`config.mk`:
```
export PLATFORM = sky130hd
export DESIGN_NAME = bf_io_port
export DESIGN_NICKNAME = d
export VERILOG_FILES = /design/src/rtl/bf_io_port.sv
export SDC_FILE = /design/constraint.sdc
export NUM_CORES = 1
export LEC_CHECK = 0
export ABC_AREA = 1
export CORE_MARGIN = 8
export CORE_UTILIZATION = 42
export CTS_CLUSTER_DIAMETER = 40
export DETAILED_ROUTE_END_ITERATION = 10
export GPL_TIMING_DRIVEN = 0
export PLACE_DENSITY = 0.66
export SYNTH_ARGS = -nofsm -noshare
export SYNTH_HDL_FRONTEND = slang
export SYNTH_SLANG_ARGS = --single-unit
```
`constraint.sdc`:
```
create_clock -name clk -period 1.8 [get_ports clk]
set_clock_uncertainty 0.1 [all_clocks]
set_input_delay 0.36 -clock clk [delete_from_list [all_inputs] [get_ports clk]]
set_output_delay 0.36 -clock clk [all_outputs]
set_load 0.02 [all_outputs]
```
`src/rtl/bf_io_port.sv`:
```
// bf_io_port: byte I/O peripheral for the BF machine.
//   Output side: bytes pushed by the control unit (ld_out) are queued in an
//   OUT_DEPTH-entry FIFO and drained over ext_out_data/valid/ready.
//   Input side: one external byte is captured into a holding register over
//   ext_in_data/valid/ready and handed to the datapath on in_req.
// Ports:
//   clk, resetn                       clock, asynchronous active-low reset
//   ld_out, out_data                  push request and byte from control/datapath
//   out_full, out_empty, out_ovf      FIFO status, sticky overflow flag
//   ext_out_data/valid/ready          external output stream
//   in_req, in_valid, in_data         datapath input handshake
//   ext_in_data/valid/ready           external input stream
//   ext_in_eof                        only with BF_IO_EOF_ZERO_EN: source exhausted,
//                                     reads return 0 while nothing is held
module bf_io_port #(
    parameter int unsigned DATA_W    = 8,
    parameter int unsigned OUT_DEPTH = 4
) (
    input  logic              clk,
    input  logic              resetn,
    input  logic              ld_out,
    input  logic [DATA_W-1:0] out_data,
    output logic              out_full,
    output logic              out_empty,
    output logic              out_ovf,
    output logic [DATA_W-1:0] ext_out_data,
    output logic              ext_out_valid,
    input  logic              ext_out_ready,
    input  logic              in_req,
    output logic              in_valid,
    output logic [DATA_W-1:0] in_data,
    input  logic [DATA_W-1:0] ext_in_data,
    input  logic              ext_in_valid,
    output logic              ext_in_ready
`ifdef BF_IO_EOF_ZERO_EN
    ,
    input  logic              ext_in_eof
`endif
);

    localparam int unsigned PTR_W = $clog2(OUT_DEPTH);
    localparam int unsigned CNT_W = PTR_W + 1;

    // ---------------- output FIFO ----------------
    logic [DATA_W-1:0] mem [OUT_DEPTH];
    logic [PTR_W-1:0]  rd_ptr;
    logic [PTR_W-1:0]  wr_ptr;
    logic [CNT_W-1:0]  count;
    logic              push;
    logic              pop;

    // Status decoded from registered count only
    assign out_full      = (count == CNT_W'(OUT_DEPTH));
    assign out_empty     = (count == '0);
    assign ext_out_valid = !out_empty;
    assign ext_out_data  = mem[rd_ptr];

    // A push while full is dropped even if a pop frees a slot this cycle
    assign push = ld_out && !out_full;
    assign pop  = ext_out_valid && ext_out_ready;

    // Pointer, occupancy and overflow tracking; pointers wrap at OUT_DEPTH
    always_ff @(posedge clk or negedge resetn) begin
        if (!resetn) begin
            rd_ptr  <= '0;
            wr_ptr  <= '0;
            count   <= '0;
            out_ovf <= 1'b0;
        end else begin
            if (push) wr_ptr <= wr_ptr + PTR_W'(1);
            if (pop)  rd_ptr <= rd_ptr + PTR_W'(1);
            case ({push, pop})
                2'b10:   count <= count + CNT_W'(1);
                2'b01:   count <= count - CNT_W'(1);
                default: count <= count;
            endcase
            if (ld_out && out_full) out_ovf <= 1'b1;
        end
    end

    // Storage write
    always_ff @(posedge clk or negedge resetn) begin
        if (!resetn) begin
            for (int i = 0; i < int'(OUT_DEPTH); i++) mem[i] <= '0;
        end else if (push) begin
            mem[wr_ptr] <= out_data;
        end
    end

    // ---------------- input holder ----------------
    typedef enum logic {IN_EMPTY, IN_HELD} in_state_t;

    in_state_t         in_state;
    logic [DATA_W-1:0] hold_reg;

    // Capture in IN_EMPTY, consume in IN_HELD; never both in one cycle
    always_ff @(posedge clk or negedge resetn) begin
        if (!resetn) begin
            in_state <= IN_EMPTY;
            hold_reg <= '0;
        end else begin
            case (in_state)
                IN_EMPTY: begin
                    if (ext_in_valid) begin
                        hold_reg <= ext_in_data;
                        in_state <= IN_HELD;
                    end
                end
                IN_HELD: begin
                    if (in_req) in_state <= IN_EMPTY;
                end
                default: in_state <= IN_EMPTY;
            endcase
        end
    end

    assign ext_in_ready = (in_state == IN_EMPTY);

    // in_data is 0 unless a byte is held, which doubles as the EOF value
    assign in_data = (in_state == IN_HELD) ? hold_reg : '0;

`ifdef BF_IO_EOF_ZERO_EN
    // A held byte wins; otherwise EOF presents a zero without leaving IN_EMPTY
    assign in_valid = (in_state == IN_HELD) || ext_in_eof;
`else
    assign in_valid = (in_state == IN_HELD);
`endif

endmodule

```
**Word level (Yosys, flattened, before mapping)**

Cells that the tools add are included.

- Order comparisons: 3
- Add/sub/neg operators: 4
- Divide/modulo/power cells: 0
- Bitwise gates (word level): 3
- Mux-type cells: 11
- Reduce and logical (&&, ||, !) cells: 9
- Equal/unequal tests: 3
- Multipliers: 0
- Shift-type cells: 0

Operators by type and width:

| operator | count |
|---|---|
| $bwmux W32 | 1 |
| $mux W8 | 4 |
| $bmux W8 S2 | 1 |
| $demux W8 S2 | 1 |
| $ge A3 B3 Y1 const B | 2 |
| $not A2 Y3 | 2 |
| $pmux W3 S2 | 1 |
| $add A2 B1 Y2 const B | 2 |
| $logic_and A1 B1 Y1 | 4 |
| $add A3 B1 Y3 const B | 1 |
| $eq A3 B3 Y1 const B | 1 |
| $logic_not A3 Y1 | 1 |
| $lt A3 B1 Y1 const B | 1 |
| $sub A3 B1 Y3 const B | 1 |
| $eq A2 B1 Y1 const B | 1 |
| $eq A2 B2 Y1 const B | 1 |
| $logic_not A1 Y1 | 2 |
| $mux W1 | 2 |
| $pmux W1 S2 | 1 |
| $reduce_and A2 Y1 | 1 |
| $reduce_bool A2 Y1 | 1 |
| $not A1 Y1 | 1 |

- Memories kept: 0
- Bits in registers: 49
- ROM bits: 0
- Output and inout bits: 22
- Input bits: 22
- RAM bits: 0
- Latch bits: 0

**Depth between registers and ports, before layout**

- Depth after elaboration: 6
- Mapped depth: 12

**Least setup slack after synthesis**

OpenSTA, ideal clock, no wires.

- Kind: register -> register
- From: register count[2]
- To: register count[2]
- Setup slack: -109 ps
- Cell stages (with the launch flop): 12
- Arrival time: 1692 ps
- Required time: 1583 ps
- Period minus slack after synthesis: 1909 ps
- Setup time: 117 ps
- Cell sequence: dfrtp_1 -> inv_1 -> nand2_1 -> nand2_1 -> inv_1 -> ha_1 -> inv_1 -> fa_1 -> nand2_1 -> nand3_1 -> nand2_1 -> nand2_1

- Longest elaborated chain between the ends: 5
- Elaborated cells between the ends (all ways): 12
- Classes of those cells: add/sub (2); eq/ne (3); mux (1); reduce/logical (6)

Ends and longest elaborated chain:

| what | RTL line | RTL |
|---|---|---|
| start: declaration | 48 | `logic [CNT_W-1:0] count;` |
| start signal: assignment | 73 | `2'b10: count <= count + CNT_W'(1);` |
| start signal: assignment | 74 | `2'b01: count <= count - CNT_W'(1);` |
| start signal: assignment | 75 | `default: count <= count;` |
| $logic_not A3 Y1 (*) | 54 | `assign out_empty = (count == '0);` |
| $logic_not A1 Y1 (*) | 55 | `assign ext_out_valid = !out_empty;` |
| named net ext_out_valid | 27 | `output logic ext_out_valid,` |
| $logic_and A1 B1 Y1 (*) | 60 | `assign pop = ext_out_valid && ext_out_ready;` |
| named net pop | 50 | `logic pop;` |
| $eq A2 B1 Y1 or $eq A2 B2 Y1 (tied branches) | 72 | `case ({push, pop})` |
| $pmux W3 S2 or $reduce_bool A2 Y1 (tied branches) | - |  |

The timed path passes the listed nets; every way through them passes the cells marked *.
A chain may end at the register's enable or synchronous reset.

**Worst setup path in the final report**

- From: register rd_ptr[0]
- To: output port ext_out_data[2]

- Longest elaborated chain between the ends: 4

Ends and longest elaborated chain:

| what | RTL line | RTL |
|---|---|---|
| start: declaration | 46 | `logic [PTR_W-1:0] rd_ptr;` |
| start signal: assignment | 71 | `if (pop) rd_ptr <= rd_ptr + PTR_W'(1);` |
| $not A2 Y3 (implied by the code) | 56 | `assign ext_out_data = mem[rd_ptr];` |
| $bmux W8 S2 | 56 |  |
| $mux W8 (implied by the code) (2 in a row) | 56 |  |
| end: declaration | 26 | `output logic [DATA_W-1:0] ext_out_data,` |

No other way between the ends. The select of a mux whose other input is x is not followed.

==> flow_summary.json <==
{
  "drt_iter0_drc": 129,
  "worstMarginPinSlew_ns": 0.408,
  "fmax_mhz": 534,
  "fin_crit_ns": 1.87,
  "fin_setup_tns_ns": -0.427,
  "cts.htree.levels": 2,
  "clk_pin_slew_worst_paths_ns": 0.08,
  "core_area_sq_mm": 0.00582,
  "r2r_end": "count[2]",
  "die_area_sq_mm": 0.00865,
  "timing.critical_path.from": "rd_ptr[0]",
  "fin_ws_ns": -0.0741,
  "hold_violations": 0,
  "via_per_inst": 5.09,
  "final_common_cell": "nand2_1",
  "grt_max_degree": 35,
  "grt.total_usage_pct": 16.1,
  "drt-total-wl_mm": 6.76,
  "peakVddDrop_v": 0.00100,
  "dieHeight_um": 93.0,
  "cellLeakagePower_nw": 1.80,
  "globalplace.congestion": 0.770,
  "final_util_pct": 59.1,
  "endpoint": "ext_out_data[2]",
  "slew_headroom_pct": 72.8,
  "ys_seq_elements": 49,
  "avgRoutedWirePerCell_um": 14.8,
  "min_path_type": "input pin to flip-flop",
  "final_cell_mix": "104 x nand2_1, 49 x dfrtp_1, 33 x nand4_1, 29 x buf_4, 20 x clkdlybuf4s50_1",
  "violations": "setup timing",
  "rows": 28,
  "synth.cell_area_sq_mm": 0.00249,
  "cp.arrival_ns": 1.41,
  "drive_above_1_share_pct": 27.0,
  "outcome": "finished, violations left",
  "clock_latency_ns": 0.30,
  "route.detailed.drc": 0,
  "synth_fp_nets": 336,
  "cts_root_buffer": "clkbuf_8",
  "reg2reg_from": "count[0]",
  "min_period_over_period_pct": 104,
  "io_pins": 44,
  "cts_buffers": 5,
  "rsz0062_at_grt": "yes",
  "hpwl_mm": 4.56,
  "cts_tree": "built",
  "worstSetupPathType": "flip-flop to output port",
  "netlist_instances": 308,
  "diodes": 0,
  "antenna_found_initial": 0,
  "crit_required_ns": 1.34,
  "ys_seq_area_share_pct": 49.2,
  "die_x_um": 93.0,
  "cp_max_fo": 6,
  "ant_nets": 0,
  "r2r_cells": 11,
  "hold_slack_ns": 0.298,
  "vias": 2324,
  "grt_pass1_wl_mm": 11.3,
  "cts_buffer_depth": 2,
  "syn_avg_cell_area_sq_um": 8.08,
  "maxCapViolations": 0,
  "syn2layout_area_growth_pct": 37.9,
  "largest_reg_flops": 32,
  "power.density_mw_per_mm2": 1760,
  "regToRegSetupSlack_ns": -0.03,
  "start_util_pct": 42.8,
  "numPortBuffers": 42,
  "grt_pass1_vias": 2426,
  "ys_warn_count": 0,
  "finalMaxSlewViolations": 0,
  "crit_path_end_kind": "output port",
  "post-place-ws_ns": -0.430,
  "p_total_w": 0.00604,
  "setup_violations": 9,
  "nets": 410,
  "cts_sinks": 49,
  "ys_types": 20,
  "drt-pass1-iter-count": 4,
  "overflow": 0,
  "start_kind": "flip-flop"
}
[metrics by stage]
step	area [sq um]	cells
5_1_grt	3430	457
3_5_place_dp	3050	426
2_1_floorplan	2520	308
6_report	3430	457
3_3_place_gp	3030	425
4_1_cts	3350	448
[routing by layer]
layer  part of all wire, %  vias up  track usage, %
li1                      -     1153               -
met1                    45     1090            19.9
met2                    47       72            26.6
met3                   5.9        9            3.77
met4                   1.4        0            6.04
met5                     0        -               0
[cell families after synthesis]
family                     after synthesis  synth area share [%]
and+or+nand+nor                        184                  33.0
DFF                                     49                  49.2
buffers and inverters                   41                  8.49
AOI/OAI and AO/OA                       27                  5.58
adders and majority gates                6                  3.32
xor gates and xnor gates                 1                 0.352
[worst min-delay path by stage]
stage / from / endpoint / slack [ns] / cells after the start
after floorplan: resetn / count[0] / -0.04 / 0
after global placement: mem[16] / mem[16] / 0.35 / 2
after detailed placement: resetn / count[0] / 0.22 / 1
after CTS: ext_in_valid / hold_reg[0] / 0.29 / 3
after global routing: ext_in_valid / hold_reg[5] / 0.30 / 3
final: ext_in_valid / hold_reg[0] / 0.30 / 3
[worst max-delay path: stages (launching register included)]
cell and delay (ns):
dfrtp_1 0.38, buf_6 0.14, buf_12 0.15, nor2_4 0.06
nor2_1 0.04, o21ai_1 0.08, o21ai_1 0.10, buf_4 0.16
[report_power, final]
group          total [W]  internal (W)  switching (W)
Clock           0.000651      0.000306       0.000345
Combinational    0.00350       0.00159        0.00191
Sequential       0.00189       0.00156       0.000332
[what timing repair did]
item / in CTS / in global routing
pin swaps: 13 / 10
endpoints found under the hold margin: 15 / 0
gates resized for setup: 108 / 37
buffers inserted: 13 / 9
endpoints found under the setup margin: 22 / 22
cloned: 2 / 0
hold buffers: 1 / 0
[cells in the mapped netlist, drive strengths merged]
library cell,count,area (sq um)
a31o,1,8.76
buf,19,129
dfrtp,49,1230
fa,1,20.0
ha,5,62.6
inv,22,82.6
nand2,109,417
nand3,17,97.6
nand4,33,206
nor2,25,101
o21ai,26,130
xnor2,1,8.76
[cell type report]
class                   instances  area, sq um
fillers                       525         2380
flip-flops and latches         49         1230
multi-input cells             218         1180
repair buffers                 68          604
plain buffers                  18          146
inverters                      22         95.1
well taps                      75         93.8
clock buffers                   7         86.3
No activity file was read; power rests on OpenSTA's default activity.
